**config.mk**
```make
export PLATFORM = sky130hd
export DESIGN_NAME = pwm_compare_gen_flat
export DESIGN_NICKNAME = d
export VERILOG_FILES = /design/src/rtl/pwm_pkg.sv /design/src/rtl/pwm_compare_gen_if.sv /design/src/rtl/pwm_cfg_buffer.sv /design/src/rtl/pwm_compare_gen.sv /design/src/flat_wrapper.sv
export SDC_FILE = /design/constraint.sdc
export NUM_CORES = 1
export LEC_CHECK = 0
export ABC_AREA = 1
export CAP_MARGIN = 25
export CORE_AREA = 2 2 52 54
export DETAILED_ROUTE_END_ITERATION = 16
export DIE_AREA = 0 0 54 56
export GPL_ROUTABILITY_DRIVEN = 1
export GPL_TIMING_DRIVEN = 0
export PLACE_DENSITY = 0.66
export SETUP_SLACK_MARGIN = 0.5
export SYNTH_ARGS = -nofsm -noshare
export SYNTH_HDL_FRONTEND = slang
export SYNTH_SLANG_ARGS = --single-unit
export TNS_END_PERCENT = 1
```
**constraint.sdc**
```tcl
create_clock -name clk -period 5.28 [get_ports clk]
set_clock_uncertainty 0.1 [all_clocks]
set_input_delay 1.056 -clock clk [delete_from_list [all_inputs] [get_ports clk]]
set_output_delay 1.056 -clock clk [all_outputs]
set_load 0.05 [all_outputs]
```
**src/rtl/pwm_pkg.sv**
```systemverilog
// Shared types for the PWM compare generator: FSM states and the config record.
package pwm_pkg;

  // Width of the counter, period and duty fields carried in pwm_cfg_t.
  localparam int unsigned CNT_W = 3;

  typedef enum logic [1:0] {
    IDLE = 2'd0,
    RUN  = 2'd1,
    STOP = 2'd2
  } state_t;

  typedef struct packed {
    logic [CNT_W-1:0] period;
    logic [CNT_W-1:0] duty;
  } pwm_cfg_t;

  // Out-of-reset setting: longest period, waveform held low.
  function automatic pwm_cfg_t reset_cfg();
    pwm_cfg_t c;
    c.period = '1;
    c.duty   = '0;
    return c;
  endfunction

endpackage

```
**src/rtl/pwm_compare_gen_if.sv**
```systemverilog
// Valid/ready config port carrying a new period/duty pair.
interface pwm_compare_gen_if #(
  parameter int unsigned LENGTH = 3
);
  logic              cfg_valid;
  logic              cfg_ready;
  logic [LENGTH-1:0] cfg_period;
  logic [LENGTH-1:0] cfg_duty;

  modport master (
    output cfg_valid,
    output cfg_period,
    output cfg_duty,
    input  cfg_ready
  );

  modport slave (
    input  cfg_valid,
    input  cfg_period,
    input  cfg_duty,
    output cfg_ready
  );
endinterface

```
**src/rtl/pwm_cfg_buffer.sv**
```systemverilog
// One-entry pending config slot. While idle, accepted configs go straight to the
// active registers; while counting they wait here until the period boundary.
module pwm_cfg_buffer
  import pwm_pkg::*;
(
  input  logic     clk,
  input  logic     rst,
  input  logic     in_valid,
  output logic     in_ready,
  input  pwm_cfg_t in_cfg,
  input  logic     busy,
  input  logic     boundary,
  output pwm_cfg_t active,
  output pwm_cfg_t active_next
);

  pwm_cfg_t active_q, active_d;
  pwm_cfg_t pend_q, pend_d;
  logic     pend_valid_q, pend_valid_d;
  logic     accept;
  logic     apply;

  assign in_ready = !pend_valid_q;
  assign accept   = in_valid && in_ready;
  // An apply needs a full slot and an accept needs an empty one, so the two never
  // collide; a config taken on the boundary edge therefore waits a full period.
  assign apply    = busy && boundary && pend_valid_q;

  // Next-state for active and pending registers.
  always_comb begin
    active_d     = active_q;
    pend_d       = pend_q;
    pend_valid_d = pend_valid_q;
    if (!busy) begin
      if (accept) begin
        active_d = in_cfg;
      end
    end else begin
      if (apply) begin
        active_d     = pend_q;
        pend_valid_d = 1'b0;
      end
      if (accept) begin
        pend_d       = in_cfg;
        pend_valid_d = 1'b1;
      end
    end
  end

  // Config state registers with synchronous reset.
  always_ff @(posedge clk) begin
    if (rst) begin
      active_q     <= reset_cfg();
      pend_q       <= reset_cfg();
      pend_valid_q <= 1'b0;
    end else begin
      active_q     <= active_d;
      pend_q       <= pend_d;
      pend_valid_q <= pend_valid_d;
    end
  end

  assign active      = active_q;
  assign active_next = active_d;

endmodule

```
**src/rtl/pwm_compare_gen.sv**
```systemverilog
// PWM generator: free-running modulo counter plus compare stage, with
// double-buffered period/duty that change only at a period boundary.
module pwm_compare_gen
  import pwm_pkg::*;
#(
  parameter int unsigned LENGTH = CNT_W
) (
  input  logic                clk,
  input  logic                rst,
  input  logic                en,
  pwm_compare_gen_if.slave    cfg,
  output logic                pwm_o,
  output logic [LENGTH-1:0]   count_o,
  output logic                period_end_o,
  output logic                busy_o
);

  state_t            state_q, state_d;
  logic [LENGTH-1:0] count_q, count_d;
  logic              pwm_q, pwm_d;
  logic              busy;
  logic              term;
  logic [LENGTH-1:0] count_wrap;
  pwm_cfg_t          in_cfg;
  pwm_cfg_t          active;
  pwm_cfg_t          active_next;

  assign busy       = (state_q != IDLE);
  assign term       = busy && (count_q == active.period);
  assign count_wrap = (count_q == active.period) ? '0 : count_q + LENGTH'(1);

  assign in_cfg.period = cfg.cfg_period;
  assign in_cfg.duty   = cfg.cfg_duty;

  pwm_cfg_buffer u_cfg_buffer (
    .clk         (clk),
    .rst         (rst),
    .in_valid    (cfg.cfg_valid),
    .in_ready    (cfg.cfg_ready),
    .in_cfg      (in_cfg),
    .busy        (busy),
    .boundary    (term),
    .active      (active),
    .active_next (active_next)
  );

  // FSM and counter next-state; pwm is computed from the next count and duty so
  // the registered waveform lines up with the registered count.
  always_comb begin
    state_d = state_q;
    count_d = count_q;
    unique case (state_q)
      IDLE: begin
        count_d = '0;
        if (en) begin
          state_d = RUN;
        end
      end
      RUN: begin
        count_d = count_wrap;
        if (!en) begin
          state_d = term ? IDLE : STOP;
        end
      end
      STOP: begin
        count_d = count_wrap;
        if (en) begin
          state_d = RUN;
        end else if (term) begin
          state_d = IDLE;
        end
      end
      default: begin
        state_d = IDLE;
        count_d = '0;
      end
    endcase
    pwm_d = (state_d != IDLE) && (count_d < active_next.duty);
  end

  // State, counter and waveform registers; reset aborts without draining.
  always_ff @(posedge clk) begin
    if (rst) begin
      state_q <= IDLE;
      count_q <= '0;
      pwm_q   <= 1'b0;
    end else begin
      state_q <= state_d;
      count_q <= count_d;
      pwm_q   <= pwm_d;
    end
  end

  assign pwm_o        = pwm_q;
  assign count_o      = count_q;
  assign period_end_o = term;
  assign busy_o       = busy;

endmodule

```
**src/flat_wrapper.sv**
```systemverilog
// flat-port wrapper written by rule: the top's interface ports become plain ports
module pwm_compare_gen_flat import pwm_pkg::*;
#(
  parameter int unsigned LENGTH = CNT_W
)
  (clk, rst, en, pwm_o, count_o, period_end_o, busy_o, cfg_cfg_valid, cfg_cfg_period, cfg_cfg_duty, cfg_cfg_ready);
  pwm_compare_gen_if #(.LENGTH(LENGTH)) cfg_i ();
  input  logic clk;
  input  logic rst;
  input  logic en;
  output logic pwm_o;
  output logic [LENGTH-1:0] count_o;
  output logic period_end_o;
  output logic busy_o;
  input wire logic [$bits(cfg_i.cfg_valid)-1:0] cfg_cfg_valid;
  input wire logic [$bits(cfg_i.cfg_period)-1:0] cfg_cfg_period;
  input wire logic [$bits(cfg_i.cfg_duty)-1:0] cfg_cfg_duty;
  output wire logic [$bits(cfg_i.cfg_ready)-1:0] cfg_cfg_ready;
  assign cfg_i.cfg_valid = cfg_cfg_valid;
  assign cfg_i.cfg_period = cfg_cfg_period;
  assign cfg_i.cfg_duty = cfg_cfg_duty;
  assign cfg_cfg_ready = cfg_i.cfg_ready;
  pwm_compare_gen #(.LENGTH(LENGTH)) u_core (.clk(clk), .rst(rst), .en(en), .cfg(cfg_i), .pwm_o(pwm_o), .count_o(count_o), .period_end_o(period_end_o), .busy_o(busy_o));
endmodule
```
==> Word level (Yosys, flattened, before mapping) <==
Index checks and enable logic that the tools add are counted.
{ "totals": {"regBits": 19, "latchBits": 0, "ram_bits": 0, "rom_bits": 0, "input_bits": 10, "output_inout_bits": 7, "elab_cells": 42, "n_memories": 0} }
{ "classes": {"addsub": 1, "multipliers": 0, "n_div": 0, "order_cmp": 1, "eq_ne": 4, "shifts": 0, "n_mux": 13, "bitwise_logic": 0, "reduce_logical": 15} }
{ "op_table": {"columns": ["cell", "count"], "rows": [
  ["$mux W6", 3],
  ["$mux W2", 5],
  ["$reduce_bool A2 Y1", 4],
  ["$mux W3", 2],
  ["$pmux W2 S3", 1],
  ["$reduce_and A2 Y1", 3],
  ["$logic_and A1 B1 Y1", 5],
  ["$add A3 B1 Y3 const B", 1],
  ["$eq A3 B3 Y1", 1],
  ["$lt A3 B3 Y1", 1],
  ["$eq A2 B1 Y1 const B", 1],
  ["$eq A2 B2 Y1 const B", 1],
  ["$logic_not A2 Y1", 1],
  ["$mux W1", 2],
  ["$ne A2 B2 Y1 const B", 1],
  ["$reduce_or A2 Y1", 1],
  ["$logic_not A1 Y1", 1]
]} }

==> Longest topological paths before layout <==
{ "logic_depth": {"ltp_word": 8, "ltp_mapped": 14} }

==> Cells and area by module <==
A second synthesis with hierarchy kept.
{ "unflattened": {"hier_cells": 177, "area_unflattened_um2": 1186.1} }
{ "modules_own_cells": {"columns": ["mod", "instances", "cells_per_inst", "area_per_inst_um2", "seq_area_each_um2"], "rows": [
  ["pwm_cfg_buffer", 1, 99, 694.4, 260.2],
  ["pwm_compare_gen", 1, 78, 491.7, 120.1]
]} }

==> Worst setup path before layout <==
OpenSTA, ideal clock, no wires.
{ "synth_path": {"kind": "register to output", "start": "register u_core.count_q[2] (netlist: u_core.count_o[2])", "end": "output period_end_o", "t_arrival_ns": 1.314, "required_time_ns": 4.124, "setup_slack_ns": 2.810, "stages_incl_launch_ff": 5, "path_buffers": 0, "cell_sequence": "dfxtp_1 xor2_1 nor2_4 nand2_2 inv_2"} }
{ "synth_via": {"elab_chain_cells": 2} }
{ "synth_rtl": {"columns": ["item", "line_no", "rtl"], "rows": [
  ["start, declared", "pwm_compare_gen.sv:19", "logic [LENGTH-1:0] count_q, count_d;"],
  ["start signal, assigned", "pwm_compare_gen.sv:89", "count_q <= count_d;"],
  ["$eq A3 B3 Y1", "pwm_compare_gen.sv:29", "assign term = busy && (count_q == active.period);"],
  ["$logic_and A1 B1 Y1", "pwm_compare_gen.sv:29", null],
  ["end, declared", "flat_wrapper.sv:13", "output logic period_end_o;"]
]} }
Every way passes these cells.

==> Worst setup path in the final report <==
{ "layout_path": {"start": "register u_core.state_q[1]", "end": "output period_end_o"} }
{ "layout_via": {"elab_chain_cells": 2} }
{ "layout_rtl": {"columns": ["item", "line_no", "rtl"], "rows": [
  ["start, declared", "pwm_compare_gen.sv:18", "state_t state_q, state_d;"],
  ["start signal, assigned", "pwm_compare_gen.sv:88", "state_q <= state_d;"],
  ["$reduce_bool A2 Y1", "pwm_compare_gen.sv:28", "assign busy = (state_q != IDLE);"],
  ["$logic_and A1 B1 Y1", "pwm_compare_gen.sv:29", null]
]} }
Every way passes these cells.

==> run_results.csv <==
group,metric,value,unit
status,outcome,"completed",
worst_setup_path,endpoint_kind,"output pin",
synth,syn_nets,164,
clock_network,clockBufferDepth,2,
worst_setup_path,crit_path_frequent_cell,"inv_2",
placement,dp_hpwl,1.73,mm
synth,synth-xor-area-share,1.66,%
synth,synth_area_leader_cell,"dfxtp_1",
synth,ys_warn_count,0,
clock_network,numCtsBuffers,3,
clock_network,hold_buffers,0,
worst_setup_path,critPathLaunchType,"flop",
sta,final-setup-viol-count,0,
synth,synthTopCellsByCount,"nand2_1 (39), inv_1 (21), dfxtp_1 (19)",
sta,fin_crit_sh,65.4,%
worst_setup_path,cp_top_family,"buffers and inverters",
placement,gp_congestion,0.780,
run,cap_violations,0,
clock_network,clock_sinks,19,
worst_setup_path,crit_path_top_delay_cell,"clkdlybuf4s50_1",
grt,grt_max_degree,13,
synth,syn_area_per_cell,7.18,sq um
sta,fin_setup_tns,0,ns
sta,rsz0062_at_grt,"false",
synth,yosysMostFrequentCell,"nand2_1",
power_and_ir_drop,peakVddDrop,0.199,mV
synth,yosysSeqAreaShare,36.1,%
finish,antennaDiodeCount,0,
finish,final_cells,197,
drt,routed_wl,2.15,mm
worst_setup_path,worstPathRequired,4.12,ns
drt,dr.first_iter.drc_count,11,
sta,final_hold_viol_count,0,
power_and_ir_drop,p_leak,0.000596,uW
sta,setup_ws,1.83,ns
die,die_x,54,microns
finish,drive_gt1_share,12.0,%
drt,viasPerCell,4.95,
power_and_ir_drop,p_per_area,272,nW/um^2
drt,drc,0,
die,fp.coreArea,2430,sq um
synth,synth_adder_area_share,8.30,%
synth,syn_area,1050,sq um
synth,synth-seq-cells,19,
grt,gr-total-overflow,0,
placement,pre_cts_ws,2.17,ns
synth,yosys.area_share.simple,34.6,%
synth,synth_flop_cell,"dfxtp_1",
synth,synth_compound_area_share,9.02,%
worst_setup_path,arrival,2.30,ns
grt,antenna_found_initial,0,
drt,antenna_left,0,
worst_setup_path,path_buf_inv,5,
synth,synth_area_leaders,"dfxtp_1 (36%), nand2_1 (14%), ha_1 (8.3%)",
worst_hold_path,hp-class,"flop to flop",
clock_network,clkTransAtPathRegs,0.12,ns
finish,fillCellCount,228,
clock_network,post_cts_resized,0,
finish,area_growth,21.6,%
die,fp-row-count,18,
clock_network,clk_latency,0.30,ns
drt,wl_per_cell,10.9,microns
finish,nets,185,
sta,fin_crit,3.45,ns
sta,worst_pin_slew,0.495,ns
die,initial_core_util,43.4,%
sta,finalHoldWorstSlack,0.372,ns
synth,syn_inst,147,
placement,portBuffers,16,
grt,grt_pass1_vias,923,
die,die-area,3020,sq um
die,io-pin-count,17,
clock_network,root_buffer,"clkbuf_4",
worst_setup_path,crit_chain,"inv_1, ha_1, inv_2, buf_6, nand2_2, inv_2, clkdlybuf4s50_1",
grt,grt_use_total,16.0,%
sta,fmaxAchievable,290,MHz
sta,max-slew-margin-rel,66.9,%
synth,synth_top_cell_area_share,36.1,%
power_and_ir_drop,p_total,349,uW
worst_setup_path,crit_fanout,10,
drt,first_pass_iters,4,
synth,synth_cell_type_count,28,
synth,async_flop_share,0,%
drt,vias,976,
die,die_y,56,microns
placement,dpl.cell_count,193,
clock_network,htreeDepth,1,
clock_network,cts_tree,"done",
synth,synth_top_family_by_area,"simple AND/OR/NAND/NOR gates",
clock_network,post_cts_buffers,0,
grt,grt_pass1_wl,3.61,mm
worst_setup_path,critical_path_class,"flop to output pin",
synth,synth_mux_area_share,0,%
sta,finalMaxSlewViolations,0,
worst_setup_path,max_stage_delay,0.79,ns
synth,synth_edf_count,0,
[path summary, 6_finish.rpt]
kind | end | depth (start not counted) | startpoint | slack (ns)
max | period_end_o | 7 | u_core.state_q[1] | 1.83
min | u_core.u_cfg_buffer.pend_q[4] | 2 | u_core.u_cfg_buffer.pend_q[4] | 0.37
max reg2reg | u_core.pwm_o | 12 | u_core.state_q[1] | 2.87
min reg2reg | u_core.u_cfg_buffer.pend_q[4] | 2 | u_core.u_cfg_buffer.pend_q[4] | 0.37
[power breakdown]
part | switching, uW | total, uW | internal, uW | leakage (uW)
combinational | 66.3 | 106 | 39.4 | 0.000426
sequential | 8.81 | 166 | 157 | 0.000156
clock | 48.4 | 77.3 | 28.9 | 0.0000139
[kinds of logic (layout without fill, tap and decap cells)]
logic type / count (synthesis) / after routing
AO/OA/AOI/OAI: 16 / 16
XOR/XNOR: 2 / 2
adder cells (fa/ha/maj): 7 / 7
buffers and inverters: 27 / 47
flip-flops: 19 / 19
AND/OR/NAND/NOR: 76 / 76
[flip-flops by register name (all words and copies together) (netlist names)]
| register | flops |
|---|---|
| u_core.u_cfg_buffer.pend_q | 6 |
| u_core.state_q | 2 |
| u_core.count_o | 3 |
| u_core.u_cfg_buffer.pend_valid_q | 1 |
| u_core.u_cfg_buffer.active | 6 |
| u_core.pwm_o | 1 |
[metrics by stage]
stage	instance area, sq um	utilization (%)
after floorplan	1050	-
after global placement	1250	51.5
after detailed placement	1250	51.5
after CTS	1280	52.7
after global routing	1280	52.7
final	1280	52.7
[placed cells by master (no fill, tap or decap)]
master / n
o22ai_1: 1
nor2_2: 1
xor2_1: 1
a211oi_1: 1
a221oi_1: 1
nand4_1: 4
nor3_1: 2
buf_6: 1
nor2_1: 14
inv_1: 21
a21oi_1: 5
clkbuf_1: 1
nand2_4: 1
inv_2: 4
nor2_4: 2
clkinvlp_4: 1
ha_1: 7
dfxtp_1: 19
o21ai_1: 3
nor3_2: 1
o21ai_0: 3
nand3_4: 1
clkbuf_4: 3
nand3_1: 7
nand2_2: 3
xnor2_1: 1
a21oi_2: 1
clkdlybuf4s50_1: 16
nand3_2: 1
a211o_1: 1
nand2_1: 39
[cell type report]
cell class | instances | area [sq um] | share of cell area (%)
clock buffer | 3 | 22.5 | 1.76
sequential | 19 | 380 | 29.7
timing repair buffer | 16 | 160 | 12.5
multi-input combinational | 101 | 566 | 44.1
clock inverter | 1 | 7.51 | 0.585
inverter | 25 | 93.8 | 7.32
tap | 30 | 37.5 | 2.93
buffer | 2 | 15.0 | 1.17
[routing by layer]
| metal | routed length, microns | GRT usage (%) |
|---|---|---|
| met2 | 1090 | 27.9 |
| met5 | 0 | 0 |
| met4 | 36 | 6.79 |
| met3 | 99 | 5.38 |
| met1 | 924 | 16.9 |
[worst register-to-register path, delay by kind of cell, from the launching register on]
kind / cells / cell delay [ns]
fa+ha+maj: 2 / 0.60
compound gates: 3 / 0.56
flops: 1 / 0.41
buf+inv: 4 / 0.41
simple gates: 3 / 0.26
No activity file was read; power rests on OpenSTA's default activity.
